--- config.mk ---
export PLATFORM = sky130hd
export DESIGN_NAME = mem_arbiter_flat
export DESIGN_NICKNAME = d
export VERILOG_FILES = /design/src/rtl/mem_arbiter_if.sv /design/src/rtl/mem_arbiter.sv /design/src/flat_wrapper.sv
export SDC_FILE = /design/constraint.sdc
export NUM_CORES = 1
export LEC_CHECK = 0
export BUFFER_PORTS_ARGS = -buffer_cell sky130_fd_sc_hd__buf_2
export CAP_MARGIN = 20
export CORE_MARGIN = 2
export CORE_UTILIZATION = 28
export CTS_CLUSTER_SIZE = 20
export DETAILED_ROUTE_END_ITERATION = 7
export PLACE_DENSITY = 0.61
export SLEW_MARGIN = 10
export SYNTH_ARGS = -nofsm -noshare
export SYNTH_HDL_FRONTEND = slang
export SYNTH_SLANG_ARGS = --single-unit
--- constraint.sdc ---
create_clock -name clk -period 1.84 [get_ports clk]
set_input_delay 0 -clock clk [delete_from_list [all_inputs] [get_ports clk]]
set_output_delay 0 -clock clk [all_outputs]
set_load 0.01 [all_outputs]
--- src/rtl/mem_arbiter_if.sv ---
// Bus bundle between the fetch/data requesters, mem_arbiter and the shared memory.
// The arbiter uses the slave modport; the requester/memory side uses master.
interface mem_arbiter_if #(
  parameter int unsigned ADDR_W = 16,
  parameter int unsigned DATA_W = 16
);
  logic              if_req;
  logic [ADDR_W-1:0] if_addr;
  logic              if_ack;
  logic [DATA_W-1:0] if_rdata;
  logic              dm_req;
  logic              dm_wr_n;
  logic [ADDR_W-1:0] dm_addr;
  logic [DATA_W-1:0] dm_wdata;
  logic              dm_ack;
  logic [DATA_W-1:0] dm_rdata;
  logic              mem_en;
  logic              mem_wr_n;
  logic [ADDR_W-1:0] mem_addr;
  logic [DATA_W-1:0] mem_wdata;
  logic [DATA_W-1:0] mem_rdata;
  logic              mem_rdy;
  logic              busy;

  modport slave (
    input  if_req, if_addr, dm_req, dm_wr_n, dm_addr, dm_wdata, mem_rdata, mem_rdy,
    output if_ack, if_rdata, dm_ack, dm_rdata, mem_en, mem_wr_n, mem_addr, mem_wdata, busy
  );

  modport master (
    output if_req, if_addr, dm_req, dm_wr_n, dm_addr, dm_wdata, mem_rdata, mem_rdy,
    input  if_ack, if_rdata, dm_ack, dm_rdata, mem_en, mem_wr_n, mem_addr, mem_wdata, busy
  );
endinterface

--- src/rtl/mem_arbiter.sv ---
// Two-port (fetch/data) arbiter onto one shared memory with registered outputs.
// Optional fetch anti-starvation counter enabled by defining ARB_FAIRNESS_EN.
module mem_arbiter #(
  parameter int unsigned ADDR_W       = 16,
  parameter int unsigned DATA_W       = 16,
  parameter int unsigned STARVE_LIMIT = 3
) (
  input  logic          clk,
  input  logic          rst,
  mem_arbiter_if.slave  bus
);

  typedef enum logic [1:0] {IDLE, IF_ACC, DM_ACC, DONE} state_t;

  state_t            r_state, w_state_nxt;
  logic              r_mem_en, w_mem_en;
  logic              r_mem_wr_n, w_mem_wr_n;
  logic [ADDR_W-1:0] r_mem_addr, w_mem_addr;
  logic [DATA_W-1:0] r_mem_wdata, w_mem_wdata;
  logic              r_lat_wr_n, w_lat_wr_n;
  logic              r_if_ack, w_if_ack;
  logic              r_dm_ack, w_dm_ack;
  logic [DATA_W-1:0] r_if_rdata, w_if_rdata;
  logic [DATA_W-1:0] r_dm_rdata, w_dm_rdata;
  logic              r_busy, w_busy;
  logic              w_owe;
  logic              w_dm_grant;
  logic              w_if_grant;

  // A zero limit would let fetch pre-empt every data access.
  if (STARVE_LIMIT == 0) begin : g_bad_limit
    $error("mem_arbiter: STARVE_LIMIT must be at least 1");
  end

  assign w_dm_grant = (r_state == IDLE) && bus.dm_req && !w_owe;
  assign w_if_grant = (r_state == IDLE) && bus.if_req && !w_dm_grant;

`ifdef ARB_FAIRNESS_EN
  localparam int unsigned SC_W = $clog2(STARVE_LIMIT + 1);

  logic [SC_W-1:0] r_starve, w_starve_nxt;

  assign w_owe = bus.if_req && (r_starve == SC_W'(STARVE_LIMIT));

  always_comb begin
    w_starve_nxt = r_starve;
    if (w_if_grant) begin
      w_starve_nxt = '0;
    end else if (w_dm_grant) begin
      w_starve_nxt = bus.if_req ? r_starve + SC_W'(1) : '0;
    end
  end

  always_ff @(posedge clk) begin
    if (rst) r_starve <= '0;
    else     r_starve <= w_starve_nxt;
  end
`else
  assign w_owe = 1'b0;
`endif

  // Next state and next registered outputs.
  always_comb begin
    w_state_nxt = r_state;
    w_mem_en    = 1'b0;
    w_mem_wr_n  = 1'b1;
    w_mem_addr  = r_mem_addr;
    w_mem_wdata = r_mem_wdata;
    w_lat_wr_n  = r_lat_wr_n;
    w_if_ack    = 1'b0;
    w_dm_ack    = 1'b0;
    w_if_rdata  = r_if_rdata;
    w_dm_rdata  = r_dm_rdata;

    case (r_state)
      IDLE: begin
        if (w_dm_grant) begin
          w_state_nxt = DM_ACC;
          w_mem_en    = 1'b1;
          w_mem_wr_n  = bus.dm_wr_n;
          w_mem_addr  = bus.dm_addr;
          w_mem_wdata = bus.dm_wdata;
          w_lat_wr_n  = bus.dm_wr_n;
        end else if (w_if_grant) begin
          w_state_nxt = IF_ACC;
          w_mem_en    = 1'b1;
          w_mem_addr  = bus.if_addr;
          w_lat_wr_n  = 1'b1;
        end
      end
      IF_ACC: begin
        if (bus.mem_rdy) begin
          w_state_nxt = DONE;
          w_if_ack    = 1'b1;
          w_if_rdata  = bus.mem_rdata;
        end else begin
          w_mem_en    = 1'b1;
        end
      end
      DM_ACC: begin
        if (bus.mem_rdy) begin
          w_state_nxt = DONE;
          w_dm_ack    = 1'b1;
          if (r_lat_wr_n) w_dm_rdata = bus.mem_rdata;
        end else begin
          w_mem_en    = 1'b1;
          w_mem_wr_n  = r_lat_wr_n;
        end
      end
      DONE: begin
        w_state_nxt = IDLE;
      end
      default: begin
        w_state_nxt = IDLE;
      end
    endcase

    w_busy = (w_state_nxt != IDLE);
  end

  always_ff @(posedge clk) begin
    if (rst) begin
      r_state     <= IDLE;
      r_mem_en    <= 1'b0;
      r_mem_wr_n  <= 1'b1;
      r_mem_addr  <= '0;
      r_mem_wdata <= '0;
      r_lat_wr_n  <= 1'b1;
      r_if_ack    <= 1'b0;
      r_dm_ack    <= 1'b0;
      r_if_rdata  <= '0;
      r_dm_rdata  <= '0;
      r_busy      <= 1'b0;
    end else begin
      r_state     <= w_state_nxt;
      r_mem_en    <= w_mem_en;
      r_mem_wr_n  <= w_mem_wr_n;
      r_mem_addr  <= w_mem_addr;
      r_mem_wdata <= w_mem_wdata;
      r_lat_wr_n  <= w_lat_wr_n;
      r_if_ack    <= w_if_ack;
      r_dm_ack    <= w_dm_ack;
      r_if_rdata  <= w_if_rdata;
      r_dm_rdata  <= w_dm_rdata;
      r_busy      <= w_busy;
    end
  end

  assign bus.mem_en    = r_mem_en;
  assign bus.mem_wr_n  = r_mem_wr_n;
  assign bus.mem_addr  = r_mem_addr;
  assign bus.mem_wdata = r_mem_wdata;
  assign bus.if_ack    = r_if_ack;
  assign bus.if_rdata  = r_if_rdata;
  assign bus.dm_ack    = r_dm_ack;
  assign bus.dm_rdata  = r_dm_rdata;
  assign bus.busy      = r_busy;

endmodule

--- src/flat_wrapper.sv ---
// flat-port wrapper written by rule: the top's interface ports become plain ports
module mem_arbiter_flat 
#(
  parameter int unsigned ADDR_W       = 16,
  parameter int unsigned DATA_W       = 16,
  parameter int unsigned STARVE_LIMIT = 3
)
  (clk, rst, bus_if_req, bus_if_addr, bus_dm_req, bus_dm_wr_n, bus_dm_addr, bus_dm_wdata, bus_mem_rdata, bus_mem_rdy, bus_if_ack, bus_if_rdata, bus_dm_ack, bus_dm_rdata, bus_mem_en, bus_mem_wr_n, bus_mem_addr, bus_mem_wdata, bus_busy);
  mem_arbiter_if #(.ADDR_W(ADDR_W), .DATA_W(DATA_W)) bus_i ();
  input  logic clk;
  input  logic rst;
  input wire logic [$bits(bus_i.if_req)-1:0] bus_if_req;
  input wire logic [$bits(bus_i.if_addr)-1:0] bus_if_addr;
  input wire logic [$bits(bus_i.dm_req)-1:0] bus_dm_req;
  input wire logic [$bits(bus_i.dm_wr_n)-1:0] bus_dm_wr_n;
  input wire logic [$bits(bus_i.dm_addr)-1:0] bus_dm_addr;
  input wire logic [$bits(bus_i.dm_wdata)-1:0] bus_dm_wdata;
  input wire logic [$bits(bus_i.mem_rdata)-1:0] bus_mem_rdata;
  input wire logic [$bits(bus_i.mem_rdy)-1:0] bus_mem_rdy;
  output wire logic [$bits(bus_i.if_ack)-1:0] bus_if_ack;
  output wire logic [$bits(bus_i.if_rdata)-1:0] bus_if_rdata;
  output wire logic [$bits(bus_i.dm_ack)-1:0] bus_dm_ack;
  output wire logic [$bits(bus_i.dm_rdata)-1:0] bus_dm_rdata;
  output wire logic [$bits(bus_i.mem_en)-1:0] bus_mem_en;
  output wire logic [$bits(bus_i.mem_wr_n)-1:0] bus_mem_wr_n;
  output wire logic [$bits(bus_i.mem_addr)-1:0] bus_mem_addr;
  output wire logic [$bits(bus_i.mem_wdata)-1:0] bus_mem_wdata;
  output wire logic [$bits(bus_i.busy)-1:0] bus_busy;
  assign bus_i.if_req = bus_if_req;
  assign bus_i.if_addr = bus_if_addr;
  assign bus_i.dm_req = bus_dm_req;
  assign bus_i.dm_wr_n = bus_dm_wr_n;
  assign bus_i.dm_addr = bus_dm_addr;
  assign bus_i.dm_wdata = bus_dm_wdata;
  assign bus_i.mem_rdata = bus_mem_rdata;
  assign bus_i.mem_rdy = bus_mem_rdy;
  assign bus_if_ack = bus_i.if_ack;
  assign bus_if_rdata = bus_i.if_rdata;
  assign bus_dm_ack = bus_i.dm_ack;
  assign bus_dm_rdata = bus_i.dm_rdata;
  assign bus_mem_en = bus_i.mem_en;
  assign bus_mem_wr_n = bus_i.mem_wr_n;
  assign bus_mem_addr = bus_i.mem_addr;
  assign bus_mem_wdata = bus_i.mem_wdata;
  assign bus_busy = bus_i.busy;
  mem_arbiter #(.ADDR_W(ADDR_W), .DATA_W(DATA_W), .STARVE_LIMIT(STARVE_LIMIT)) u_core (.clk(clk), .rst(rst), .bus(bus_i));
endmodule
-- Yosys cells after proc, flatten, opt, wreduce, memory -nomap -nowiden
Index checks and enable logic that the tools add are counted.
- memory bits (writable): 0
- register bits: 72
- word-level logic and storage cells: 46
- memories kept: 0
- output and inout bits: 69
- ROM bits: 0
- latch bits: 0
- add/subtract/negate cells: 0
- divide/modulo/power cells: 0
- bitwise operators: 2
- $mul: 0
- reductions and logical operators: 14
- $lt $le $gt $ge: 0
- eq/ne operators: 3
- shift operators: 0
- multiplexer cells: 16
- operators with widths (operator ; number):
    two-way mux 16 bit ; 2
    two-way mux 1 bit ; 8
    two-way mux 2 bit ; 3
    one-hot mux 2 bit (3 select lines) ; 1
    AND reduction 2 bit ; 3
    OR reduction 2 bit ; 3
    equality test 2 bit, second input constant ; 2
    one-hot mux 1 bit (2 select lines) ; 2
    nonzero test 2 bit ; 2
    logical AND 1 bit ; 3
    AND reduction 3 bit ; 1
    equality test 2 x 1 -> 1 bit, second input constant ; 1
    logical NOT 2 bit ; 1
    inverter 1 bit ; 2
    logical NOT 1 bit ; 1

-- Logic depth before layout (Yosys ltp)
Gate-level depths: netlist of the first run.
- depth in word-level cells: 8
- depth in mapped cells: 8
- depth with buffers taken out: 5

-- Worst setup path before layout of the first run
OpenSTA, ideal clock, no wires.
- path type: flip-flop to flip-flop
- start: reg u_core.r_state[0]
- end: reg u_core.r_mem_wdata[6] (netlist: u_core.bus.mem_wdata[6])
- arrival time: 1276 ps
- data required time: 1708 ps
- period minus slack after synthesis: 1408 ps
- stages on the path, launching flop included: 9
- library setup time: 132 ps
- setup slack: 432 ps
- buffers on the path: 3
- cells stage by stage: dfxtp_1 -> inv_1 -> ha_1 -> buf_4 -> and2_1 -> buf_2 -> buf_4 -> nand2_1 -> a21oi_1
- longest elaborated chain between the ends: 3
- ends and longest elaborated chain (what ; line ; source):
    start: declaration ; mem_arbiter.sv:15 ; state_t r_state, w_state_nxt;
    start signal: assignment ; mem_arbiter.sv:135 ; r_state <= w_state_nxt;
    logical NOT 2 bit * ; mem_arbiter.sv:35, mem_arbiter.sv:75 ;
    logical AND 1 bit ; mem_arbiter.sv:35 ; assign w_dm_grant = (r_state == IDLE) && bus.dm_req && !w_owe;
    AND reduction 2 bit (no source line) * ; - ;
    end signal: assignment ; mem_arbiter.sv:139 ; r_mem_wdata <= w_mem_wdata;
    end: declaration ; mem_arbiter.sv:19 ; logic [DATA_W-1:0] r_mem_wdata, w_mem_wdata;
Every way passes the cells marked *; elsewhere a longest branch is shown, timed or not.
A chain may end at the register's enable or synchronous reset.

-- Worst setup path after layout of the first run
- start: reg u_core.r_state[0]
- end: reg u_core.r_mem_addr[8] (netlist: u_core.bus.mem_addr[8])
- longest elaborated chain between the ends: 6
- elaborated cells on any way between the ends: 8
- those cells by class: mux (1); reduce/logical (7)
- ends and longest elaborated chain (what ; line ; source):
    logical NOT 2 bit * ; mem_arbiter.sv:35, mem_arbiter.sv:36, mem_arbiter.sv:75 ;
    logical AND 1 bit ; mem_arbiter.sv:35 ;
    logical NOT 1 bit ; mem_arbiter.sv:36 ; assign w_if_grant = (r_state == IDLE) && bus.if_req && !w_dm_grant;
    logical AND 1 bit ; mem_arbiter.sv:36 ;
    nonzero test 2 bit (no source line) ; - ;
    AND reduction 2 bit (no source line) ; - ;
    end signal: assignment ; mem_arbiter.sv:138 ; r_mem_addr <= w_mem_addr;
    end: declaration ; mem_arbiter.sv:18 ; logic [ADDR_W-1:0] r_mem_addr, w_mem_addr;
Marks and branches as above.

==> out/metrics.cfg, run 1 <==
[clock_network]
htree_levels=3
cts_resized=0
post-cts-setup-buffer-count=0
cts_sinks=72
clkLatencyLatePin_ns=0.34
cts_tree=built
clk_path_buf_depth=2
root_buffer=clkbuf_8
clkTransAtPathRegs_ns=0.07
tritoncts.num_buffers=9

[finish]
layout_common_cells=buf_2, nand2_1, dfxtp_1, dlygate4sd3_1, a21oi_1
antenna_cells=0
area_growth_pct=62.28
final_common_cell=buf_2
fill_cells=877
layout.nets=611
design_area_um2=4339
final_layout_size_suffix_gt1_frac=0.3063

[min_path]
hold_path_depth=3
hold_path_class=in -> reg

[drt]
via_count=2968
wl_per_cell_um=12.70
drc=0
drt-pass1-iter-count=4
ant_nets=0
drt-total-wl_um=8519
viasPerCell=4.423
drtIter0Drc=80

[placed_design]
gp_congestion=0.7693
dpl_worst_slack_ns=0.2689
dpl_cell_area_um2=3481
port_buffers=138
dp.final_hpwl_um=5405

[timing]
hold_viol_final=0
finalSetupViolations=0
tightest_slew_ns=0.6565
finalCritPeriodShare=0.8866
hold_slack_ns=0.09383
tns_ns=0
fin_skew_ns=0.009354
slew-limit-headroom=0.5623
rsz0062_at_grt=no
drv_slew=0
finalCriticalPeriod_ns=1.631
fmax_ghz=0.6130
setup_slack_ns=0.2087

[power_and_ir_drop]
powerDensity_nw_per_um2=1161
vdd_ir_drop_max_v=0.0005536
p_leak_nw=2.000

[die]
num_rows=35
top_level_ports=139
die_area_um2=10350
die_y_um=101.7
start_util=0.2894
core_area_um2=9240
die_x_um=101.7

[setup_path]
worstPathRequired_ns=2.07
r2r_cells=5
endpoint_kind=flip-flop
arrival_ns=1.86
start_kind=flip-flop
path_class=reg -> reg
cp_max_fo=17

[global_route]
grt_max_degree=23
grt-busiest-layer=met2
antenna_found_initial=0
use_met3=0.04555
gr-usage-all-layers=0.1652
use_met2=0.2895
overflow=0
grt_pass1_vias=2918
grt_pass1_wl_um=13500
met1_usage=0.1913

[synthesis]
synth_area_leaders=dfxtp_1, nand2_1, a21oi_1
synth_seq_cells=72
yosysTopAreaCell=dfxtp_1
synth_warnings=0
synth_cells=335
yosysSeqAreaShare=0.5391
yosysTopAreaCellShare=0.5391
synth_fp_nets=409
syn_area_per_cell_um2=7.982
netlist_area_um2=2674
ys_types=26

[flow_run]
maxCapViolCount=0

[status]
status=finished, final reports clean

[repair_timing]
item | in CTS | in global routing
hold buffers | 66 | 0
endpoints found under the setup margin | 0 | 0
endpoints found under the hold margin | 68 | 0
[through the flow]
step,power [mW],util,cells
6_report,5.037,0.4696,671
5_1_grt,5.408,0.4696,671
4_1_cts,5.092,0.4696,671
3_5_place_dp,3.714,0.3767,589
3_3_place_gp,3.680,0.3767,589
2_1_floorplan,3.093,-,335
[report_power, final]
part / internal, mW / switching, mW / total, mW
sequential: 1.90 / 0.173 / 2.07
combinational: 0.730 / 0.991 / 1.72
clock: 0.662 / 0.580 / 1.24
total: 3.29 / 1.74 / 5.04
[worst paths after layout]
kind | from | to | slack [ns]
worst min-delay path | bus_if_req | u_core.bus.busy | 0.09
worst max register to register | u_core.r_state[0] | u_core.bus.mem_addr[8] | 0.21
worst max-delay path | u_core.r_state[0] | u_core.bus.mem_addr[8] | 0.21
worst min register to register | u_core.bus.mem_wdata[6] | u_core.bus.mem_wdata[6] | 0.45
[per-layer routing]
layer  vias to the layer above  routed length (µm)
met5                         -                   0
met4                         0                  71
met3                         8                 664
met2                       122                4116
met1                      1341                3667
li1                       1497                   -
[Yosys cell counts (all sizes together)]
cell type / n
nor2: 49
o21a: 1
buf: 17
and3: 2
a211oi: 1
nor3b: 1
nor4: 16
o21ai: 1
o22ai: 2
ha: 4
clkbuf: 6
nand3b: 2
nand2b: 2
nand2: 98
nor3: 2
and2: 2
nand3: 1
dfxtp: 72
a21oi: 51
inv: 4
o21bai: 1
[cell type report]
type,instances,area [µm²],share of cell area
Sequential cell,72,1441,0.3322
Timing Repair Buffer,214,1439,0.3316
Multi-Input combinational cell,236,1085,0.2500
Tap cell,129,161.4,0.03720
Clock buffer,11,141.4,0.03258
Clock inverter,5,56.30,0.01298
Inverter,4,15.01,0.003460
[critical path, cell delays in order (launching register included)]
cell and delay (ns):
dfxtp_1 0.40, inv_1 0.09, ha_1 0.30, nand3b_2 0.35, nor2_1 0.09, nor4_1 0.29
[sequential cells by signal (all words and copies together) (netlist names)]
signal                cells
u_core.bus.busy           1
u_core.bus.mem_en         1
u_core.r_state            2
u_core.bus.mem_wdata     16
u_core.bus.if_ack         1
u_core.bus.mem_addr      16
u_core.bus.mem_wr_n       1
u_core.bus.dm_rdata      16
u_core.bus.dm_ack         1
u_core.bus.if_rdata      16
u_core.r_lat_wr_n         1
[cell families after synthesis]
logic type	synth area share
AO/OA/AOI/OAI	0.1104
adder cells (fa/ha/maj)	0.01872
buffers and inverters	0.05522
flip-flops	0.5391
AND/OR/NAND/NOR	0.2766
Note: power is estimated with default switching activity, not from simulation.
==> inputs of run 2 (changes only) <==
==> constraint.sdc (replaced) <==
create_clock -name clk -period 1.84 [get_ports clk]
set_input_delay 0.184 -clock clk [delete_from_list [all_inputs] [get_ports clk]]
set_output_delay 0.184 -clock clk [all_outputs]
set_load 0.01 [all_outputs]
==> run 2 against run 1 <==
  * First-iteration DRC count is 45% lower
  * Critical path depth unchanged
  * Combinational power down 8%
  * Via count is 9.8% lower
  * Global-route usage is 1.6 points lower
  * Die area unchanged
  * Sequential power is essentially flat
==> out/metrics.cfg, run 2 (synthesis gave the netlist of run 1 again) <==
[global_route]
met1_usage=0.1755  ; -0.01577
gr-usage-all-layers=0.1489  ; -0.01631
grt_pass1_wl_um=12130  ; -10%
grt_pass1_vias=2660  ; -8.8%
use_met3=0.05452  ; +0.008972
use_met2=0.2373  ; -0.05213
grt_max_degree=30  ; +30%
grt-busiest-layer=met2
antenna_found_initial=0  ; unchanged
overflow=0  ; unchanged

[finish]
layout_common_cells=buf_2, nand2_1, dfxtp_1, a21oi_1, nor2_1
final_layout_size_suffix_gt1_frac=0.3495  ; +0.04320
layout.nets=544  ; -11%
final_common_cell=buf_2
area_growth_pct=39.40
antenna_cells=0  ; unchanged

[setup_path]
cp_top_family=simple AND/OR/NAND/NOR gates
path_buf_inv=1  ; unchanged
worstPathRequired_ns=2.08  ; about the same
cp_cell_sequence=inv_1 -> ha_1 -> nand3b_2 -> nor2_1 -> nor4_1
endpoint_kind=flip-flop
start_kind=flip-flop
rrSetupSlack_ns=0.22  ; about the same
r2r-end=u_core.bus.mem_addr[4]
path_class=reg -> reg
reg2reg_from=u_core.r_state[0]
slowest_stage=dfxtp_1
arrival_ns=1.86  ; about the same
r2r_cells=5  ; unchanged
critical-path-max-stage-delay_ns=0.39  ; about the same
cp_max_fo=17  ; unchanged

[min_path]
hold_end=u_core.bus.mem_wdata[14]
hold_path_class=in -> reg
hp-start=bus_dm_wdata[14]
hold_path_depth=3  ; unchanged

[placed_design]
port_buffers=138  ; unchanged
gp_congestion=0.7936  ; +3.2%
dp.final_hpwl_um=5424  ; +0.35%

[power_and_ir_drop]
p_leak_nw=1.746  ; -13%
powerDensity_nw_per_um2=1399  ; +21%
vdd_ir_drop_max_v=0.0005696  ; +2.9%
report.power.total_mw=5.215  ; +3.5%

[clock_network]
clk_path_buf_depth=2  ; unchanged
cts_tree=built
htree_levels=3  ; unchanged
clkLatencyLatePin_ns=0.34  ; about the same
cts_resized=0  ; unchanged
hold_buffers=0  ; -100%
cts_sinks=72  ; unchanged
tritoncts.num_buffers=9  ; unchanged
clkTransAtPathRegs_ns=0.08  ; about the same
post-cts-setup-buffer-count=0  ; unchanged
root_buffer=clkbuf_8

[drt]
viasPerCell=4.432  ; +0.20%
drt-total-wl_um=7473  ; -12%
drt-pass1-iter-count=4  ; unchanged
via_count=2677  ; -9.8%
drc=0  ; unchanged
drtIter0Drc=44  ; -45%
wl_per_cell_um=12.37  ; -2.5%
ant_nets=0  ; unchanged

[status]
status=finished, final reports clean

[timing]
tightest_slew_ns=0.6718  ; +0.01522 ns
fin_skew_ns=0.009411  ; +0.00005660 ns
drv_slew=0  ; unchanged
finalSetupViolations=0  ; unchanged
finalCriticalPeriod_ns=1.618  ; -0.01320 ns
slew-limit-headroom=0.5522  ; -0.01015
tns_ns=0  ; unchanged
fmax_ghz=0.6180  ; +0.82%
finalCritPeriodShare=0.8794  ; -0.007173
hold_viol_final=0  ; unchanged
rsz0062_at_grt=no

[die]
start_util=0.2894  ; unchanged
top_level_ports=139  ; unchanged
core_area_um2=9240  ; unchanged
num_rows=35  ; unchanged
die_y_um=101.7  ; unchanged
die_area_um2=10350  ; unchanged
die_x_um=101.7  ; unchanged

[flow_run]
maxCapViolCount=0  ; unchanged

run 2: area by class of cell:
class,instances,area (µm²)
inverter,4,15.01
sequential,72,1441
multi-input combinational,236,1085
fill,968,5513
clock buffer,11,151.4
clock inverter,5,102.6
tap,129,161.4
timing repair buffer,147,770.7
run 2: how the worst max path moves through the flow:
stage	to	depth (start not counted)	from	slack (ns)
finish	u_core.bus.mem_addr[4]	5	u_core.r_state[0]	0.22
global route	u_core.bus.mem_addr[4]	5	u_core.r_state[0]	0.06
CTS	u_core.bus.mem_addr[4]	5	u_core.r_state[0]	0.20
detailed placement	u_core.bus.mem_addr[4]	6	u_core.r_state[0]	0.24
global placement	u_core.bus.mem_addr[4]	6	u_core.r_state[0]	0.34
floorplan	u_core.bus.mem_wdata[6]	8	u_core.r_state[0]	0.43
run 2: metrics by stage:
step                      hold slack [ns]    util  worst slack [ns]  instance area [µm²]  instances
after floorplan                    0.3200       -            0.4318                 2674        335
after global placement             0.4242  0.3759            0.3429                 3473        588
after detailed placement           0.4347  0.3759            0.2350                 3473        588
after CTS                         0.05395  0.4034            0.2046                 3727        604
after global routing              0.05501  0.4034           0.06043                 3727        604
final                             0.07811  0.4034            0.2219                 3727        604
run 2: power by group:
group / total, mW / leakage (nW) / switching (mW) / internal (mW)
sequential: 2.07 / 0.589 / 0.168 / 1.90
combinational: 1.58 / 1.03 / 0.952 / 0.629
clock: 1.56 / 0.126 / 0.592 / 0.973
run 2: layer usage:
layer	share of wire	routed length, µm
met5	0	0
met3	0.10	752
met4	0.023	171
met1	0.42	3119
met2	0.46	3430
run 2: worst reg2reg max path: cells and delay by family (launching register included):
family,cells,cell delay [ns]
and+or+nand+nor,3,0.75
buffers and inverters,1,0.08
adders and majority gates,1,0.31
DFF,1,0.39
==> inputs of run 3 (changes only) <==
- REMOVE_ABC_BUFFERS: not set -> 1
==> run 3 against run 2 <==
  * Utilization fell by 0.54 points
  * Highest routed layer is now met5
  * Cell count fell by 0.17%
  * Sequential power barely moved
  * Sequential share of layout area rose by 0.53 points
  * Combinational power barely moved
==> out/metrics.cfg, run 3 (synthesis gave the netlist of run 1 again) <==
[clock_network]
cts_sinks=72  ; unchanged
clkLatencyLatePin_ns=0.34  ; about the same
tritoncts.num_buffers=9  ; unchanged
hold_buffers=0  ; unchanged
htree_levels=3  ; unchanged
clkTransAtPathRegs_ns=0.08  ; about the same
cts_tree=built
post-cts-setup-buffer-count=0  ; unchanged
root_buffer=clkbuf_8
cts_resized=0  ; unchanged
clk_path_buf_depth=2  ; unchanged

[timing]
fmax_ghz=0.6314  ; +2.2%
finalCriticalPeriod_ns=1.584  ; -0.03424 ns
rsz0062_at_grt=no
fin_skew_ns=0.008529  ; -0.0008817 ns
hold_viol_final=0  ; unchanged
finalCritPeriodShare=0.8608  ; -0.01861
finalSetupViolations=0  ; unchanged
drv_slew=0  ; unchanged
slew-limit-headroom=0.5818  ; +0.02959
tns_ns=0  ; unchanged
tightest_slew_ns=0.6274  ; -0.04439 ns

[placed_design]
dp.cells=586  ; -0.34%
dpl_cell_area_um2=3471  ; about the same
dp.final_hpwl_um=5182  ; -4.5%
port_buffers=138  ; unchanged
gp_congestion=0.7559  ; -4.8%

[min_path]
hp-start=bus_dm_wdata[10]
hold_path_class=in -> reg
hold_end=u_core.bus.mem_wdata[10]
hold_path_depth=3  ; unchanged

[finish]
layout_common_cells=buf_2, nand2_1, dfxtp_1, a21oi_1, nor2_1
fill_cells=971  ; +0.31%
fin_util=0.3980  ; -0.005416
fin_cells=603  ; -0.17%
multi_input_area_um2=1085  ; unchanged
final_layout_size_suffix_gt1_frac=0.3467  ; -0.002751
layout.nets=542  ; -0.37%
final-seq-area_um2=1441  ; unchanged
design_area_um2=3677  ; -1.3%
area_growth_pct=37.53
final_common_cell=buf_2

[drt]
wl_per_cell_um=11.80  ; -4.6%
ant_nets=0  ; unchanged
drc=0  ; unchanged
viasPerCell=4.416  ; -0.36%
drtIter0Drc=75  ; +70%
via_count=2663  ; -0.52%
drt-total-wl_um=7117  ; -4.8%
drt-pass1-iter-count=4  ; unchanged

[setup_path]
worstPathRequired_ns=2.08  ; about the same
cp_max_fo=17  ; unchanged
arrival_ns=1.82  ; -0.04 ns
crit_start=u_core.r_state[0]
start_kind=flip-flop
path_class=reg -> reg
endpoint_kind=flip-flop
reg2reg_from=u_core.r_state[0]
r2r_cells=5  ; unchanged
rrSetupSlack_ns=0.26  ; +0.03 ns
r2r-end=u_core.bus.mem_addr[8]

[power_and_ir_drop]
p_leak_nw=1.717  ; -1.7%
vdd_ir_drop_max_v=0.0005316  ; -6.7%
powerDensity_nw_per_um2=1335  ; -4.6%

[die]
die_y_um=101.7  ; unchanged
core_area_um2=9240  ; unchanged
num_rows=35  ; unchanged
die_area_um2=10350  ; unchanged
top_level_ports=139  ; unchanged
start_util=0.2894  ; unchanged
die_x_um=101.7  ; unchanged

[global_route]
overflow=0  ; unchanged
gr-usage-all-layers=0.1380  ; -0.01088
grt_pass1_vias=2424  ; -8.9%
grt_max_degree=43  ; +43%
grt_pass1_wl_um=11270  ; -7.1%
antenna_found_initial=2  ; +2

[flow_run]
maxCapViolCount=0  ; unchanged

[status]
status=finished, final reports clean

## run 3: cell count changes in the layout (fill, tap and decap cells not counted)
cell / before / now
clkbuf_8: 11 / 9
inv_6: 0 / 1
clkinv_4: 0 / 2
diode_2: 0 / 1
buf_4: 8 / 5
buf_12: 1 / 2
inv_8: 0 / 1
bufinv_16: 3 / 1
## run 3: area by class of cell
type / instances / share of cell area
antenna: 1 / 0.0006805
timing repair buffer: 145 / 0.2089
sequential: 72 / 0.3920
multi-input combinational: 236 / 0.2950
clock inverter: 7 / 0.02178
tap: 129 / 0.04389
clock buffer: 9 / 0.03368
inverter: 4 / 0.004083
## run 3: worst max path at each step
stage | slack (ns) | depth (start not counted) | endpoint
2_1_floorplan | 0.37 | 5 | u_core.bus.busy
3_3_place_gp | 0.33 | 6 | u_core.bus.mem_addr[13]
3_5_place_dp | 0.23 | 6 | u_core.bus.mem_addr[13]
4_1_cts | 0.22 | 6 | u_core.bus.mem_addr[2]
5_1_grt | 0.05 | 5 | u_core.bus.mem_addr[8]
6_report | 0.26 | 5 | u_core.bus.mem_addr[8]
## run 3: worst max-delay path: stages, from the launching register on
cell and delay, ns:
dfxtp_1 0.39, inv_1 0.08, ha_1 0.30, nand3b_2 0.35, nor2_1 0.08, nor4_1 0.28
## run 3: power breakdown
group	internal, mW	switching (mW)	total [mW]	leakage, nW
Sequential	1.90	0.172	2.07	0.589
Clock	0.642	0.640	1.28	0.102
Combinational	0.628	0.929	1.56	1.03
## run 3: metal layers
layer  share of wire  track usage  vias to the layer above
li1                -            -                     1361
met1            0.46       0.1756                     1185
met2            0.44       0.2161                      104
met3           0.083      0.05038                       11
met4           0.013      0.04678                        2
met5          0.0018            0                        -
## run 3: metrics by stage
stage                     hold slack, ns  total power [mW]  setup WS [ns]
final                            0.06565             4.910         0.2561
after global routing             0.06088             5.275        0.04686
after CTS                        0.04430             5.004         0.2247
after detailed placement          0.4303             3.690         0.2347
after global placement            0.4257             3.662         0.3264
after floorplan                   0.2531             2.947         0.3685
